--- src/rtl/se_gap_div_ctrl_pkg.sv ---
// rtl/se_gap_div_ctrl_pkg.sv - shared SE-block widths and GAP/divide controller state encoding
package se_gap_div_ctrl_pkg;

  localparam int SE_CH         = 16;
  localparam int SE_DATA_WIDTH = 16;
  localparam int SE_FBITS      = 9;
  localparam int SE_IN_WIDTH   = 26;
  localparam int SE_OUT_WIDTH  = 14;

  typedef enum logic [2:0] {
    ST_IDLE     = 3'd0,
    ST_ACCUM    = 3'd1,
    ST_DIV_REQ  = 3'd2,
    ST_DIV_WAIT = 3'd3,
    ST_OUT      = 3'd4
  } gap_state_e;

endpackage

--- src/rtl/se_sat_acc.sv ---
// rtl/se_sat_acc.sv - signed adder clamping to the W-bit signed range instead of wrapping
module se_sat_acc #(
  parameter int W = 26
) (
  input  logic signed [W-1:0] acc_i,
  input  logic signed [W-1:0] add_i,
  output logic signed [W-1:0] sum_o
);

  localparam logic signed [W-1:0] SAT_MAX = {1'b0, {(W-1){1'b1}}};
  localparam logic signed [W-1:0] SAT_MIN = {1'b1, {(W-1){1'b0}}};

  logic signed [W:0] full_sum;

  always_comb begin
    full_sum = {acc_i[W-1], acc_i} + {add_i[W-1], add_i};
    // The two top bits disagree only when the true sum left the W-bit range.
    if (full_sum[W] != full_sum[W-1]) begin
      sum_o = full_sum[W] ? SAT_MIN : SAT_MAX;
    end else begin
      sum_o = full_sum[W-1:0];
    end
  end

endmodule

--- src/rtl/se_gap_div_ctrl.sv ---
// rtl/se_gap_div_ctrl.sv - per-channel global average pooling: accumulate a frame, divide each sum, stream means
module se_gap_div_ctrl
  import se_gap_div_ctrl_pkg::*;
#(
  parameter int CH         = SE_CH,
  parameter int DATA_WIDTH = SE_DATA_WIDTH,
  parameter int FBITS      = SE_FBITS,
  parameter int IN_WIDTH   = SE_IN_WIDTH,
  parameter int OUT_WIDTH  = SE_OUT_WIDTH
) (
  input  logic                        clk,
  input  logic                        rst,
  input  logic                        frame_start,
  input  logic [15:0]                 num_pixels,
  input  logic                        in_valid,
  output logic                        in_ready,
  input  logic signed [DATA_WIDTH-1:0] in_data,
  output logic                        div_start,
  output logic [IN_WIDTH-1:0]         div_a,
  output logic [IN_WIDTH-1:0]         div_b,
  input  logic                        div_busy,
  input  logic                        div_done,
  input  logic [OUT_WIDTH-1:0]        div_val,
  output logic                        out_valid,
  input  logic                        out_ready,
  output logic signed [OUT_WIDTH-1:0] out_data,
  output logic [$clog2(CH)-1:0]       out_ch,
  output logic                        out_last,
  output logic                        busy,
  output logic                        frame_done
);

  localparam int CHW = $clog2(CH);
  localparam logic [CHW-1:0] LAST_CH = CHW'(CH - 1);

  gap_state_e                  state_q, state_d;
  logic [CHW-1:0]              ch_cnt_q, ch_cnt_d;
  logic [CHW-1:0]              idx_q, idx_d;
  logic [15:0]                 pix_cnt_q, pix_cnt_d;
  logic [15:0]                 npix_q, npix_d;
  logic signed [IN_WIDTH-1:0]  acc_q [CH];
  logic signed [IN_WIDTH-1:0]  acc_d [CH];
  logic signed [OUT_WIDTH-1:0] out_data_q, out_data_d;
  logic                        frame_done_q, frame_done_d;
  logic signed [IN_WIDTH-1:0]  beat_ext;
  logic signed [IN_WIDTH-1:0]  acc_sum;

  assign beat_ext = {{(IN_WIDTH-DATA_WIDTH){in_data[DATA_WIDTH-1]}}, in_data};

  se_sat_acc #(.W(IN_WIDTH)) u_sat_acc (
    .acc_i (acc_q[ch_cnt_q]),
    .add_i (beat_ext),
    .sum_o (acc_sum)
  );

  always_comb begin
    state_d      = state_q;
    ch_cnt_d     = ch_cnt_q;
    idx_d        = idx_q;
    pix_cnt_d    = pix_cnt_q;
    npix_d       = npix_q;
    acc_d        = acc_q;
    out_data_d   = out_data_q;
    frame_done_d = 1'b0;
    div_start    = 1'b0;
    unique case (state_q)
      ST_IDLE: begin
        if (frame_start && (num_pixels != 16'd0)) begin
          npix_d    = num_pixels;
          ch_cnt_d  = '0;
          pix_cnt_d = '0;
          idx_d     = '0;
          for (int i = 0; i < CH; i++) acc_d[i] = '0;
          state_d   = ST_ACCUM;
        end
      end
      ST_ACCUM: begin
        if (in_valid) begin
          acc_d[ch_cnt_q] = acc_sum;
          if (ch_cnt_q == LAST_CH) begin
            ch_cnt_d  = '0;
            pix_cnt_d = pix_cnt_q + 16'd1;
            if (pix_cnt_q == npix_q - 16'd1) begin
              idx_d   = '0;
              state_d = ST_DIV_REQ;
            end
          end else begin
            ch_cnt_d = ch_cnt_q + CHW'(1);
          end
        end
      end
      ST_DIV_REQ: begin
        if (!div_busy) begin
          div_start = 1'b1;
          state_d   = ST_DIV_WAIT;
        end
      end
      ST_DIV_WAIT: begin
        if (div_done) begin
          out_data_d = div_val;
          state_d    = ST_OUT;
        end
      end
      ST_OUT: begin
        if (out_ready) begin
          if (idx_q == LAST_CH) begin
            frame_done_d = 1'b1;
            state_d      = ST_IDLE;
          end else begin
            idx_d   = idx_q + CHW'(1);
            state_d = ST_DIV_REQ;
          end
        end
      end
      default: state_d = ST_IDLE;
    endcase
  end

  always_ff @(posedge clk or posedge rst) begin
    if (rst) begin
      state_q      <= ST_IDLE;
      ch_cnt_q     <= '0;
      idx_q        <= '0;
      pix_cnt_q    <= '0;
      npix_q       <= '0;
      out_data_q   <= '0;
      frame_done_q <= 1'b0;
      for (int i = 0; i < CH; i++) acc_q[i] <= '0;
    end else begin
      state_q      <= state_d;
      ch_cnt_q     <= ch_cnt_d;
      idx_q        <= idx_d;
      pix_cnt_q    <= pix_cnt_d;
      npix_q       <= npix_d;
      out_data_q   <= out_data_d;
      frame_done_q <= frame_done_d;
      for (int i = 0; i < CH; i++) acc_q[i] <= acc_d[i];
    end
  end

  // Accumulators are frozen outside ACCUM, so the operands hold for the whole divide.
  assign div_a      = acc_q[idx_q];
  assign div_b      = IN_WIDTH'({npix_q, {FBITS{1'b0}}});
  assign in_ready   = (state_q == ST_ACCUM);
  assign out_valid  = (state_q == ST_OUT);
  assign out_data   = out_data_q;
  assign out_ch     = idx_q;
  assign out_last   = (state_q == ST_OUT) && (idx_q == LAST_CH);
  assign busy       = (state_q != ST_IDLE);
  assign frame_done = frame_done_q;

endmodule

--- config.mk ---
export PLATFORM = sky130hd
export DESIGN_NAME = se_gap_div_ctrl
export DESIGN_NICKNAME = d
export VERILOG_FILES = /design/src/rtl/se_gap_div_ctrl_pkg.sv /design/src/rtl/se_sat_acc.sv /design/src/rtl/se_gap_div_ctrl.sv
export SDC_FILE = /design/constraint.sdc
export NUM_CORES = 1
export LEC_CHECK = 0
export BUFFER_PORTS_ARGS = -buffer_cell sky130_fd_sc_hd__buf_2
export CORE_MARGIN = 10
export CORE_UTILIZATION = 50
export DETAILED_ROUTE_END_ITERATION = 8
export MAX_ROUTING_LAYER = met4
export PLACE_DENSITY = 0.74
export SLEW_MARGIN = 0
export SYNTH_ARGS = -nofsm -noshare
export SYNTH_HDL_FRONTEND = slang
export SYNTH_HIERARCHICAL = 1
export SYNTH_SLANG_ARGS = --single-unit
--- constraint.sdc ---
create_clock -name clk -period 12.89 [get_ports clk]
set_clock_uncertainty 0.15 [all_clocks]
set_input_delay 0.6445 -clock clk [delete_from_list [all_inputs] [get_ports clk]]
set_output_delay 0.6445 -clock clk [all_outputs]
set_load 0.02 [all_outputs]
==> results of run 1 <==
placed cells by master, fill, tap and decap left out, drive strengths merged, types with 16 or more instances in the layout:
master,netlist,final
ha,33,33
mux4,260,260
nand4,17,17
dfrtp,474,474
a21oi,39,39
nand3,408,408
nor2,35,35
o21ai,459,459
buf,129,157
xor2,25,25
nor3,16,16
xnor2,22,22
clkbuf,119,71
inv,27,27
nand2,146,146
routing by layer:
metal / GRT usage (%) / vias to the layer above / share of wire, %
met5: - / - / 0
met4: 9.245 / 0 / 3.9
met3: 5.449 / 222 / 10
met2: 37.03 / 1211 / 45
met1: 32.91 / 10590 / 40
li1: - / 8973 / -
through the flow:
stage | utilization, % | total power [mW] | setup slack, ps | hold slack [ps] | area, µm²
after global placement | 52.09 | 7.424 | 6402 | 324.5 | 27540
after detailed placement | 52.09 | 7.631 | 6238 | 339.1 | 27540
after floorplan | - | 6.351 | 5675 | 310.2 | 26870
after global routing | 55.23 | 9.792 | 5808 | 106.4 | 29200
after CTS | 55.23 | 9.143 | 6218 | 81.44 | 29200
final | 55.23 | 9.189 | 6198 | 106.5 | 29200
area by class of cell:
class | count | area [µm²] | area share [%]
multi-input cells | 1650 | 13810 | 47.29
flip-flops and latches | 474 | 11880 | 40.69
clock buffers | 71 | 1441 | 4.936
repair buffers | 157 | 883.3 | 3.025
well taps | 688 | 860.8 | 2.948
clock inverters | 21 | 219.0 | 0.7499
inverters | 27 | 105.1 | 0.3599
diodes | 1 | 2.502 | 0.008570
registers in the layout (all words and copies together), names as in the netlist:
name	cells
state_q	3
frame_done	1
ch_cnt_q	4
pix_cnt_q	16
out_data	14
out_ch	4
npix_q	16
acc_q	416
cell families after synthesis:
logic type	Yosys count	share of synthesized area (%)
adder cells (fa/ha/maj)	34	1.614
AO/OA/AOI/OAI	584	12.37
buffers and inverters	275	4.673
AND/OR/NAND/NOR	696	12.99
multiplexers	279	22.60
flip-flops	474	44.21
XOR/XNOR	47	1.534
other	1	0.01398
final timing paths:
check | to | slack [ps] | from | cells after the start
max in group asynchronous | acc_q[248] | 10160 | rst | 4
min in group asynchronous | npix_q[10] | 120 | rst | 2
setup / recovery | acc_q[106] | 6200 | ch_cnt_q[1] | 14
hold reg to reg | out_data[12] | 350 | out_data[12] | 1
setup reg to reg | acc_q[106] | 6200 | ch_cnt_q[1] | 14
hold / removal | state_q[2] | 110 | out_ready | 2
cell usage after synthesis, types with 6 or more instances:
master | number | area, µm²
sky130_fd_sc_hd__a211o_1 | 6 | 52.55
sky130_fd_sc_hd__a211oi_1 | 7 | 52.55
sky130_fd_sc_hd__a21o_1 | 8 | 60.06
sky130_fd_sc_hd__a21oi_1 | 36 | 180.2
sky130_fd_sc_hd__a31oi_1 | 6 | 37.54
sky130_fd_sc_hd__and2_1 | 6 | 37.54
sky130_fd_sc_hd__and3_1 | 6 | 37.54
sky130_fd_sc_hd__buf_1 | 27 | 101.4
sky130_fd_sc_hd__buf_2 | 72 | 360.4
sky130_fd_sc_hd__buf_4 | 25 | 187.7
sky130_fd_sc_hd__clkbuf_1 | 119 | 446.7
sky130_fd_sc_hd__dfrtp_1 | 474 | 11860
sky130_fd_sc_hd__ha_1 | 33 | 412.9
sky130_fd_sc_hd__inv_1 | 26 | 97.59
sky130_fd_sc_hd__mux2_2 | 15 | 168.9
sky130_fd_sc_hd__mux4_2 | 260 | 5856
sky130_fd_sc_hd__nand2_1 | 144 | 540.5
sky130_fd_sc_hd__nand2b_1 | 8 | 50.05
sky130_fd_sc_hd__nand3_1 | 404 | 2022
sky130_fd_sc_hd__nand4_1 | 15 | 93.84
sky130_fd_sc_hd__nor2_1 | 35 | 131.4
sky130_fd_sc_hd__nor2b_1 | 9 | 56.30
sky130_fd_sc_hd__nor3_1 | 16 | 80.08
sky130_fd_sc_hd__o21ai_0 | 385 | 1927
sky130_fd_sc_hd__o21ai_1 | 54 | 270.3
sky130_fd_sc_hd__o21ai_2 | 20 | 175.2
sky130_fd_sc_hd__o31ai_1 | 15 | 112.6
sky130_fd_sc_hd__or2_2 | 7 | 43.79
sky130_fd_sc_hd__or3_1 | 9 | 56.30
sky130_fd_sc_hd__or4_1 | 7 | 52.55
sky130_fd_sc_hd__xnor2_1 | 22 | 192.7
sky130_fd_sc_hd__xor2_1 | 25 | 219.0
where the power goes:
| group | leakage [nW] | total [mW] | internal [mW] | switching, mW |
|---|---|---|---|---|
| Clock | 0.815 | 1.48 | 0.857 | 0.618 |
| Sequential | 6.18 | 2.66 | 2.07 | 0.581 |
| Combinational | 5.39 | 5.06 | 1.89 | 3.17 |
critical path, delay by kind of cell, from the launching register on:
family / cells / cell delay [ps]
multiplexers: 2 / 970
flip-flops: 1 / 960
adder cells (fa/ha/maj): 1 / 510
buffers and inverters: 2 / 1260
AND/OR/NAND/NOR: 2 / 660
AO/OA/AOI/OAI: 7 / 1940
==> flow_summary.ini, run 1 <==
[layout]
stdcell_count = 3089
flow.area_growth_from_synthesis_pct = 8.828
layout-drive-gt1-share_pct = 24.29
finalNetCount = 2447
fill_cells = 4345

[routing]
route.detailed.drc = 0
detailedRoute.firstPassIterationCount = 6
detail_route.wirelength_um = 76580
vias = 20990
detailed_route_iter0_violations = 2443
routed_via_density = 6.796
detail_route.wl_per_cell_um = 24.79
antenna_violating_nets_left = 0

[timing]
timing.fmax_ghz = 0.1494
setup_viol = 0
report.final.hold_viol_count = 0
timing.slew.headroom_pct = 25.72
fin_crit_sh_pct = 51.92
report.final.slew_viol_count = 0
worst_slew_pin_slew_ps = 1113
rsz0062_at_grt = false
layout_min_cycle_time_ps = 6692
final.setup.tns_ps = 0

[synthesis]
synth_area_per_cell_um2 = 11.23
async_flop_share_pct = 100.0
synth-seq-cells = 474
ys.warnings.count = 6
dominantRegCellSynth = sky130_fd_sc_hd__dfrtp_1
yosys.cell_types.count = 79
ys_seq_area_share_pct = 44.21
cell_area_synth_um2 = 26830
edff_count_synth = 0
synth_instances = 2390

[setup_path]
crit_path_start_kind = flip-flop
criticalPathCategory = flip-flop to flip-flop
worst-path-max-fanout = 59
timing.critical_path.to_type = flip-flop
max_stage_delay_on_crit_path_ps = 960
required_ps = 13170
sequence_of_cells_on_the_critical_path = buf_4, mux4_2, mux4_2, fa_1, a211o_1, a211oi_1, or4b_1, o211a_2, a211o_1, a21boi_4, buf_4, o21ai_2, nand2_1, o21ai_0
timing.critical_path.slowest_stage_cell = sky130_fd_sc_hd__dfrtp_4
worst-endpoint-arrival_ps = 6970

[grt]
globalRouteTotalUtil_pct = 24.78
antenna_found_initial = 1
grt_max_degree = 106
vias_in_the_first_global_route = 21200
wire_length_of_the_first_global_routing_pass_um = 121300
grt_overflow = 0

[clocking]
tritoncts.num_buffers = 50
cts_root_buf = sky130_fd_sc_hd__clkbuf_16
cts_tree = done
cts.path.max_buffers = 3
cts.hold.buffers_added = 0
postCtsSetupRepairBufs = 0
clkTransAtPathRegs_ps = 60
cts.sink_count = 474
cts_resized = 0
worst_skew_pair.late_latency_ps = 610
cts-htree-levels = 2

[outcome]
status = completed

[place]
gp_routability_congestion = 0.9255
place.port_buffers = 118
numPlacedInstances = 2996
hpwlAfterDp_um = 45640

[min_path]
min_path_type = primary input to flip-flop

[power]
worst_vdd_drop_v = 0.0002260
power_density_over_cell_area_nw_per_um2 = 314.7
static-leakage-power_nw = 12.39

[die]
number_of_standard_cell_rows_in_the_floorplan = 84
initial_utilization_pct = 50.75
dieHeight_um = 251.7
die_area_um2 = 63330
floorplan.die.width_um = 251.7
number_of_ports_placed_on_the_die_boundary = 129
core-area_um2 = 52870

[flow_run]
max_cap_viol_count = 0
Note: power is estimated with default switching activity, not from simulation.
==> run 2, diff against run 1 <==
- clock period: 12.89 -> 6.15 ns (I/O delays scaled with it)
==> run 2 against run 1 <==
Count of clock-buffer cells in the layout rose by 3. Total power rose by 110%. Utilization rose by 0.82 points. Largest cell class unchanged. Sequential share of layout area fell by 0.59 points. Worst hold slack got worse by 79 ps.
==> flow_summary.ini, run 2 (synthesis gave the netlist of run 1 again) <==
[outcome]
status = completed

[clocking]
cts_root_buf = sky130_fd_sc_hd__clkbuf_16
cts_resized = 0
cts_tree = done
cts-htree-levels = 2
tritoncts.num_buffers = 51
cts.path.max_buffers = 3
worst_skew_pair.late_latency_ps = 610
clkTransAtPathRegs_ps = 60
cts.sink_count = 474

[layout]
layout.cells.most_common = sky130_fd_sc_hd__dfrtp_1
largest_register_ffs = 416
reg.largest.list = acc_q (416), npix_q (16), pix_cnt_q (16)
max_flop_register = acc_q
mostFrequentLayoutCells = sky130_fd_sc_hd__dfrtp_1 (467), sky130_fd_sc_hd__nand3_1 (395), sky130_fd_sc_hd__o21ai_0 (385)
n_antenna_cell = 0
finalNetCount = 2486
flow.area_growth_from_synthesis_pct = 10.44
fin_util_pct = 56.05
layout-drive-gt1-share_pct = 23.94

[timing]
report.final.slew_viol_count = 0
final.setup.tns_ps = 0
rsz0062_at_grt = false
timing.slew.headroom_pct = 19.59
report.final.hold_viol_count = 0
finalHoldWorstSlack_ps = 27.20
worst_slack_ps = 382.8
timing.fmax_ghz = 0.1734
setup_viol = 0
layout_min_cycle_time_ps = 5767
fin_crit_sh_pct = 93.78
worst_slew_pin_slew_ps = 1206

[die]
floorplan.die.width_um = 251.7
die_area_um2 = 63330
dieHeight_um = 251.7
initial_utilization_pct = 50.75
number_of_ports_placed_on_the_die_boundary = 129
number_of_standard_cell_rows_in_the_floorplan = 84
core-area_um2 = 52870

[power]
intPower_mw = 10.17
static-leakage-power_nw = 12.57
power.share.clock_pct = 15.5
power_density_over_cell_area_nw_per_um2 = 652.2
pwr-share-comb_pct = 55.5
power.net_switching_mw = 9.158
power.share.switching_pct = 47.38
total_power_mw = 19.33
worst_vdd_drop_v = 0.0005807
seqPwrFrac_pct = 28.9

[routing]
detail_route.wirelength_um = 77060
vias = 21180
route.detailed.drc = 0
routed_via_density = 6.789
detailedRoute.firstPassIterationCount = 8
antenna_violating_nets_left = 0
detailed_route_iter0_violations = 2281
detail_route.wl_per_cell_um = 24.71

[setup_path]
criticalPathCategory = flip-flop to flip-flop
worst-path-max-fanout = 25
timing.critical_path.to_type = flip-flop
ff2ff_setup_slack_ps = 380
crit_path_start_kind = flip-flop
required_ps = 6420
worst-endpoint-arrival_ps = 6030

[min_path]
min_path_type = primary input to flip-flop

[grt]
grt_overflow = 0
vias_in_the_first_global_route = 21240
wire_length_of_the_first_global_routing_pass_um = 121900
antenna_found_initial = 0
grt_max_degree = 225
globalRouteTotalUtil_pct = 24.94

[place]
dpl_worst_slack_ps = 287.2
gp_routability_congestion = 0.9536
hpwlAfterDp_um = 45820
place.port_buffers = 118

[flow_run]
max_cap_viol_count = 0
[run 2: cell count changes in the layout (fill, tap and decap cells not counted), sizes merged]
cell         previous run  this run
bufinv                  4         1
inv                    27        26
dlygate4sd3             0        33
clkinvlp                5         2
buf                   157       162
clkbuf                 71        74
clkinv                 12         9
diode                   1         0
[run 2: through the flow]
step | cells | instance area (µm²)
2_1_floorplan | 2399 | 26870
3_3_place_gp | 3000 | 27680
3_5_place_dp | 3000 | 27680
4_1_cts | 3118 | 29610
5_1_grt | 3119 | 29630
6_report | 3119 | 29630
[run 2: worst paths after layout]
check	end	depth (start not counted)	startpoint
setup / recovery	acc_q[387]	14	ch_cnt_q[0]
hold / removal	state_q[1]	5	div_busy
setup reg to reg	acc_q[387]	14	ch_cnt_q[0]
hold reg to reg	acc_q[117]	2	acc_q[117]
max in group asynchronous	acc_q[324]	4	rst
min in group asynchronous	acc_q[309]	3	rst
[run 2: power groups by stage]
stage | Combinational, mW | Sequential (mW) | Clock (mW)
CTS | 10.6 | 5.57 | 3.03
floorplan | 8.19 | 5.12 | 0
global placement | 10.2 | 5.49 | 0
finish | 10.7 | 5.59 | 3.00
global route | 11.6 | 5.76 | 3.16
detailed placement | 10.5 | 5.61 | 0
[run 2: worst max-delay path: stages, from the launching register on]
cell	delay, ps
sky130_fd_sc_hd__dfrtp_4	740
sky130_fd_sc_hd__buf_4	340
sky130_fd_sc_hd__mux4_2	550
sky130_fd_sc_hd__mux4_2	560
sky130_fd_sc_hd__fa_1	510
sky130_fd_sc_hd__a211o_1	330
sky130_fd_sc_hd__a211oi_1	380
sky130_fd_sc_hd__buf_4	210
sky130_fd_sc_hd__or4b_1	120
sky130_fd_sc_hd__o211a_2	200
sky130_fd_sc_hd__a211o_1	200
sky130_fd_sc_hd__nand3b_4	490
sky130_fd_sc_hd__o31ai_1	160
sky130_fd_sc_hd__nand2_1	420
sky130_fd_sc_hd__o21ai_0	200
[run 2: area by class of cell]
cell class,instances,area (µm²)
Fill cell,4267,23230
Multi-Input combinational cell,1650,13800
Inverter,27,105.1
Sequential cell,474,11880
Clock buffer,74,1515
Timing Repair Buffer,195,1389
Clock inverter,11,82.58
Tap cell,688,860.8
[run 2: per-layer routing]
| layer | up-vias | wire (µm) | track usage (%) | share of wire [%] |
|---|---|---|---|---|
| met4 | 0 | 3009 | 9.730 | 3.9 |
| met1 | 10690 | 30690 | 32.70 | 40 |
| li1 | 9038 | - | - | - |
| met5 | - | 0 | - | 0 |
| met2 | 1209 | 35330 | 37.52 | 46 |
| met3 | 238 | 8029 | 5.541 | 10 |
[run 2: what timing repair did]
action                     CTS  global route
buffers inserted             0             1
hold endpoints to repair    53             0
hold buffers                33             0
setup endpoints to repair    0            22
